--- src/rtl/multi_bit_debounce.sv ---
// multi_bit_debounce: N-channel push-button/switch debouncer.
// Each channel has a 2-FF synchroniser, a stability counter, a debounced level,
// one-cycle rise/fall strobes and an optional auto-repeat strobe while held.
// Ports:
//   clk        - system clock, rising edge
//   rst        - synchronous active-high reset
//   bnc_sign   - raw asynchronous bouncing inputs, one bit per channel
//   debnc_sign - debounced level (registered)
//   rise_pulse - 1-cycle strobe when debnc_sign goes 0->1
//   fall_pulse - 1-cycle strobe when debnc_sign goes 1->0
//   rpt_pulse  - 1-cycle auto-repeat strobe while debnc_sign is held 1
module multi_bit_debounce #(
  parameter int unsigned CHANNELS   = 4,
  parameter int unsigned CNT_W      = 21,
  parameter int unsigned STABLE_CNT = 1000000,
  parameter int unsigned ACTIVE_LOW = 0,
  parameter int unsigned REPEAT_EN  = 1,
  parameter int unsigned HOLD_W     = 28,
  parameter int unsigned HOLD_CNT   = 50000000,
  parameter int unsigned REPEAT_CNT = 10000000
) (
  input  logic                clk,
  input  logic                rst,
  input  logic [CHANNELS-1:0] bnc_sign,
  output logic [CHANNELS-1:0] debnc_sign,
  output logic [CHANNELS-1:0] rise_pulse,
  output logic [CHANNELS-1:0] fall_pulse,
  output logic [CHANNELS-1:0] rpt_pulse
);

  localparam logic [CNT_W-1:0]    CNT_LAST = CNT_W'(STABLE_CNT - 1);
  localparam logic [CHANNELS-1:0] INV_MASK =
    (ACTIVE_LOW != 0) ? {CHANNELS{1'b1}} : {CHANNELS{1'b0}};

  logic [CHANNELS-1:0] s1;
  logic [CHANNELS-1:0] s2;
  logic [CNT_W-1:0]    cnt     [CHANNELS];
  logic [CNT_W-1:0]    cnt_nxt [CHANNELS];
  logic [CHANNELS-1:0] debnc_nxt;
  logic [CHANNELS-1:0] rise_nxt;
  logic [CHANNELS-1:0] fall_nxt;

  // Stability qualification: a new level must be seen STABLE_CNT cycles in a row.
  always_comb begin
    debnc_nxt = debnc_sign;
    rise_nxt  = '0;
    fall_nxt  = '0;
    for (int i = 0; i < int'(CHANNELS); i++) begin
      cnt_nxt[i] = '0;
      if (s2[i] != debnc_sign[i]) begin
        if (cnt[i] == CNT_LAST) begin
          debnc_nxt[i] = s2[i];
          rise_nxt[i]  = s2[i];
          fall_nxt[i]  = ~s2[i];
        end else begin
          cnt_nxt[i] = cnt[i] + CNT_W'(1);
        end
      end
    end
  end

  // Synchroniser, counters, level and edge strobes.
  always_ff @(posedge clk) begin
    if (rst) begin
      s1         <= '0;
      s2         <= '0;
      cnt        <= '{default: '0};
      debnc_sign <= '0;
      rise_pulse <= '0;
      fall_pulse <= '0;
    end else begin
      s1         <= bnc_sign ^ INV_MASK;
      s2         <= s1;
      cnt        <= cnt_nxt;
      debnc_sign <= debnc_nxt;
      rise_pulse <= rise_nxt;
      fall_pulse <= fall_nxt;
    end
  end

  generate
    if (REPEAT_EN != 0) begin : g_repeat
      localparam logic [HOLD_W-1:0] HOLD_LAST   = HOLD_W'(HOLD_CNT - 1);
      localparam logic [HOLD_W-1:0] HOLD_RELOAD = HOLD_W'(HOLD_CNT - REPEAT_CNT);

      logic [HOLD_W-1:0]   hcnt     [CHANNELS];
      logic [HOLD_W-1:0]   hcnt_nxt [CHANNELS];
      logic [CHANNELS-1:0] rpt_nxt;

      // Hold timing runs only while the registered level is 1; the cycle the
      // level rises it is still 0, so the first strobe lands HOLD_CNT edges
      // after rise_pulse. A release on this edge suppresses any repeat.
      always_comb begin
        rpt_nxt = '0;
        for (int i = 0; i < int'(CHANNELS); i++) begin
          hcnt_nxt[i] = '0;
          if (debnc_sign[i] && !fall_nxt[i]) begin
            if (hcnt[i] == HOLD_LAST) begin
              rpt_nxt[i]  = 1'b1;
              hcnt_nxt[i] = HOLD_RELOAD;
            end else begin
              hcnt_nxt[i] = hcnt[i] + HOLD_W'(1);
            end
          end
        end
      end

      always_ff @(posedge clk) begin
        if (rst) begin
          hcnt      <= '{default: '0};
          rpt_pulse <= '0;
        end else begin
          hcnt      <= hcnt_nxt;
          rpt_pulse <= rpt_nxt;
        end
      end
    end else begin : g_no_repeat
      assign rpt_pulse = '0;
    end
  endgenerate

endmodule

--- config.mk ---
export PLATFORM = sky130hd
export DESIGN_NAME = multi_bit_debounce
export DESIGN_NICKNAME = d
export VERILOG_FILES = /design/src/rtl/multi_bit_debounce.sv
export SDC_FILE = /design/constraint.sdc
export NUM_CORES = 1
export LEC_CHECK = 0
export ABC_AREA = 1
export ABC_CLOCK_PERIOD_IN_PS = 1600
export BUFFER_PORTS_ARGS = -buffer_cell sky130_fd_sc_hd__buf_2
export CAP_MARGIN = 20
export CORE_ASPECT_RATIO = 1.1
export CORE_MARGIN = 2
export CORE_UTILIZATION = 30
export DETAILED_ROUTE_END_ITERATION = 10
export PLACE_DENSITY = 0.57
export SYNTH_ARGS = -nofsm -noshare
export SYNTH_HDL_FRONTEND = slang
export SYNTH_SLANG_ARGS = --single-unit
--- constraint.sdc ---
create_clock -name clk -period 1.6 [get_ports clk]
set_input_delay 0.08 -clock clk [delete_from_list [all_inputs] [get_ports clk]]
set_output_delay 0.08 -clock clk [all_outputs]
set_load 0.05 [all_outputs]
Word-level counts from Yosys, hierarchy flattened
Index checks and enable logic that the tools add are counted.
- logic and storage cells: 107
- memory bits (writable): 0
- memory bits (read-only): 0
- bits in latches: 0
- register bits after elaboration: 220
- memories: 0
- shift operators: 0
- divide/modulo/power cells: 0
- order comparisons: 0
- mux-type cells: 16
- bitwise gates (word level): 16
- $mul: 0
- eq/ne operators: 12
- $add $sub $neg: 8
- reduce and logical (&&, ||, !) cells: 28
- operators with widths (cell ; number):
    28-bit by 1-bit adder with 28-bit output, second input constant ; 4
    28-bit by 26-bit equality test with 1-bit output, second input constant ; 4
    26-bit 2-to-1 mux ; 4
    21-bit by 1-bit adder with 21-bit output, second input constant ; 4
    21-bit by 20-bit equality test with 1-bit output, second input constant ; 4
    3-bit OR reduction ; 12
    1-bit NOT ; 16
    1-bit 2-to-1 mux ; 12
    2-bit AND reduction ; 4
    2-bit OR reduction ; 4
    1-bit logical AND ; 4
    1-bit logical NOT ; 4
    1-bit inequality test ; 4

Depth between registers and ports, before layout
- depth after elaboration: 7
- gate-level depth with buffers: 10
- depth with buffers taken out: 10

Least setup slack after synthesis
Ideal clock, no wire load.
- path type: reg2reg
- start point: reg cnt[42] (netlist name)
- end point: reg g_repeat.hcnt[56] (netlist name)
- required time: 1.480 ns
- clock period less this slack: 1.540 ns
- setup time: 0.120 ns
- arrival: 1.420 ns
- stages on the path, launching flop included: 10
- slack: 0.060 ns
- path through: dfxtp_1 -> ha_1 -> nand2_2 -> nor2_4 -> nand2_1 -> nor2_1 -> nand3_1 -> nand3_2 -> buf_6 -> nor2_1
- cells in the longest elaborated chain, start to end: 7
- ends and longest elaborated chain (what ; RTL line ; source):
    start: declaration ; 37 ; logic [CNT_W-1:0] cnt [CHANNELS];
    start signal: assignment ; 74 ; cnt <= cnt_nxt;
    21-bit by 20-bit equality test with 1-bit output ; 51 ; if (cnt[i] == CNT_LAST) begin
    1-bit 2-to-1 mux ; 51 ;
    1-bit 2-to-1 mux ; 50 ; if (s2[i] != debnc_sign[i]) begin
    1-bit logical NOT ; 97 ; if (debnc_sign[i] && !fall_nxt[i]) begin
    1-bit logical AND ; 97 ;
    1-bit NOT (no line) ; - ;
    3-bit OR reduction (no line) ; - ;
    end signal: assignment ; 113 ; hcnt <= hcnt_nxt;
    end: declaration ; 86 ; logic [HOLD_W-1:0] hcnt [CHANNELS];
Every way passes these cells.
A chain may end at the register's enable or synchronous reset.

Final worst setup path
- start point: reg g_repeat.hcnt[38] (netlist name)
- end point: reg g_repeat.hcnt[31] (netlist name)
- cells in the longest elaborated chain, start to end: 2
- ends and longest elaborated chain (what ; RTL line ; source):
    28-bit by 26-bit equality test with 1-bit output ; 98 ; if (hcnt[i] == HOLD_LAST) begin
    3-bit OR reduction (no line) ; - ;
Every way passes these cells.

==> results.yml <==
run_status:
  status: "finished, final reports clean"
final_layout:
  fin_nets: 1861
  syn_to_final_growth_pct: 20.4
  post-route-util_pct: 36.5
  n_fill_cell: 4093
  drive_gt1_share_pct: 13.1
  antenna_cells: 0
detailed_routing:
  wl_per_cell_um: 11.5
  drt-initial-drc-count: 539
  wirelength_um: 27200
  drc: 0
  detail-route-antenna-nets: 0
  dr.pass1.iters: 5
  viasPerCell: 4.52
  vias: 10686
global_route:
  antenna_found_initial: 0
  grt_max_degree: 22
  track_usage_pct: 13.4
  grt-ovfl-total: 0
  grt_pass1_wl_um: 45800
  grt_pass1_vias: 10148
critical_path:
  crit_path_end: "g_repeat.hcnt[31]"
  worstPathRequired_ns: 2.05
  critPathLaunch: "g_repeat.hcnt[38]"
  worstSetupPathType: "register to register"
  cp-start-kind: "register"
  critical_path_arrival_ns: 1.99
  end_kind: "register"
  r2r_cells: 7
  r2r_end: "g_repeat.hcnt[31]"
  cp_max_fo: 5
  reg2reg_slack_ns: 0.06
  reg2reg_from: "g_repeat.hcnt[38]"
timing:
  tightestPinTransition_ns: 0.492
  relSlewSlack_pct: 67.2
  period_share_pct: 96.3
  skew_ns: 0.0293
  clock.fmax_mhz: 649
  period_needed_ns: 1.54
  report.final.slew_viol_count: 0
  hold_viol_final: 0
  worst_slack_ns: 0.0593
  setup_violations: 0
logic_synthesis:
  ys_top_cells_by_area: "dfxtp_1 38%, nand2_1 15%, nor2_1 14%"
  ys_ff_latch: 220
  syn-cell-area_sq_mm: 0.0116
  yosysTopAreaCell: "dfxtp_1"
  synthFlopType: "dfxtp_1"
  synth-edff-count: 0
  synth_top_area_share_pct: 38.1
  ys_warn_count: 0
  synthArstFlopShare_pct: 0
  syn_nets: 1761
  yosys-top-cells-count: "459 x nand2_1, 416 x nor2_1, 220 x dfxtp_1"
  seq_area_frac_synth_pct: 38.1
  syn_inst: 1747
  avgSynthCellArea_sq_um: 6.62
  ys_types: 38
  synth_most_common_cell: "nand2_1"
clocking:
  clk_pin_slew_ns: 0.06
  clock_sinks: 220
  cts-root-buf: "clkbuf_16"
  cts_tree: "done"
  clk_latency_ns: 0.56
  clockBufferDepth: 3
  cts.htree.levels: 1
  cts_made_buffers: 25
pwr:
  leakage_nw: 4.44
  ir_drop_mv: 0.848
  power.density_mw_per_mm2: 833
placed_design:
  io_buffer_count: 21
  hpwl_um: 20000
  dp_worst_setup_slack_ns: 0.0330
  globalplace.congestion: 0.883
die:
  std_cell_rows: 75
  start_util_pct: 30.3
  die_h_um: 210
  design.die.area_sq_mm: 0.0401
  die_w_um: 191
  core_area_sq_mm: 0.0381
  io_pins: 22
run:
  drv_cap: 0
worst_hold_path:
  hold_path_class: "primary input to register"
  hold_start: "bnc_sign[0]"
==> how the worst min path moves through the flow <==
stage / cells past startpoint / to / slack, ns
floorplan: 2 / s1[0] / 0.19
CTS: 4 / s1[0] / 0.26
detailed placement: 3 / s1[0] / 0.29
global placement: 3 / s1[0] / 0.28
finish: 4 / s1[0] / 0.29
global route: 4 / s1[0] / 0.31
==> state kept, by name, summed over array words and instances (netlist names) <==
register	cells
rise_pulse	4
s1	4
fall_pulse	4
debnc_sign	4
s2	4
rpt_pulse	4
cnt	84
g_repeat.hcnt	112
==> cells in the final DEF (no fill, tap or decap), types with 7 or more instances in the layout <==
master           n
buf_12           8
nand2_2         17
buf_4           51
dlygate4sd3_1    8
xor2_1          53
dfxtp_1        208
inv_1          193
dfxtp_2         11
nor2_4          18
nand2_1        453
xnor2_1         33
buf_2           21
nand4_1         32
nor2_2          24
a21oi_1         61
or2_2            7
nor3_1          38
nand3_2          8
nand3b_1        27
nor2_1         406
nand3_1         77
nand3_4          7
o21ai_0         13
clkbuf_16       27
==> routing by layer <==
| layer | GRT usage (%) | share of wire, % |
|---|---|---|
| met1 | 17.4 | 47 |
| met2 | 23.0 | 47 |
| met3 | 1.82 | 3.3 |
| met4 | 4.16 | 2.6 |
| met5 | 0 | 0 |
==> through the flow <==
step                instance area (sq um)  total power, mW  hold WS, ns  setup TNS [ns]  cells
finish                              13900             11.6        0.291               0   2366
global route                        13900             12.0        0.313          -0.244   2366
CTS                                 13600             11.8        0.261               0   2357
detailed placement                  12600             5.70        0.289               0   2303
global placement                    12600             5.70        0.281               0   2303
floorplan                           11600             5.66        0.187               0   1747
==> final cells by class <==
cell class              instances  area, sq um  share of cell area, %
inverters                     194          728                   5.23
flip-flops and latches        220         4420                   31.8
well taps                     500          626                   4.50
clock buffers                  32          692                   4.97
repair buffers                 92          801                   5.75
clock inverters                14          174                   1.25
multi-input cells            1314         6470                   46.5
==> worst max-delay path, stage by stage (launching register included) <==
cell	delay, ns
dfxtp_1	0.34
or2_2	0.31
nor3_1	0.17
and2_0	0.19
nand2_2	0.09
nand3_4	0.14
clkbuf_16	0.17
nor2_1	0.04
==> where the power goes <==
| group | internal, mW | leakage [nW] | switching, mW |
|---|---|---|---|
| Clock | 3.57 | 0.429 | 2.43 |
| Sequential | 5.49 | 1.78 | 0.00592 |
| Combinational | 0.0408 | 2.23 | 0.0557 |
==> kinds of logic after synthesis <==
family / after synthesis / share of synthesized area [%]
compound gates: 79 / 3.55
xor+xnor: 86 / 6.52
fa+ha+maj: 8 / 0.866
buf+inv: 213 / 7.76
flops: 220 / 38.1
simple gates: 1141 / 43.2
==> what timing repair did <==
item / in CTS / in global routing
setup endpoints to repair: 0 / 190
buffers inserted: 0 / 5
resized for setup: 0 / 60
hold buffers: 8 / 0
endpoints found under the hold margin: 7 / 0
Note: power is estimated with default switching activity, not from simulation.
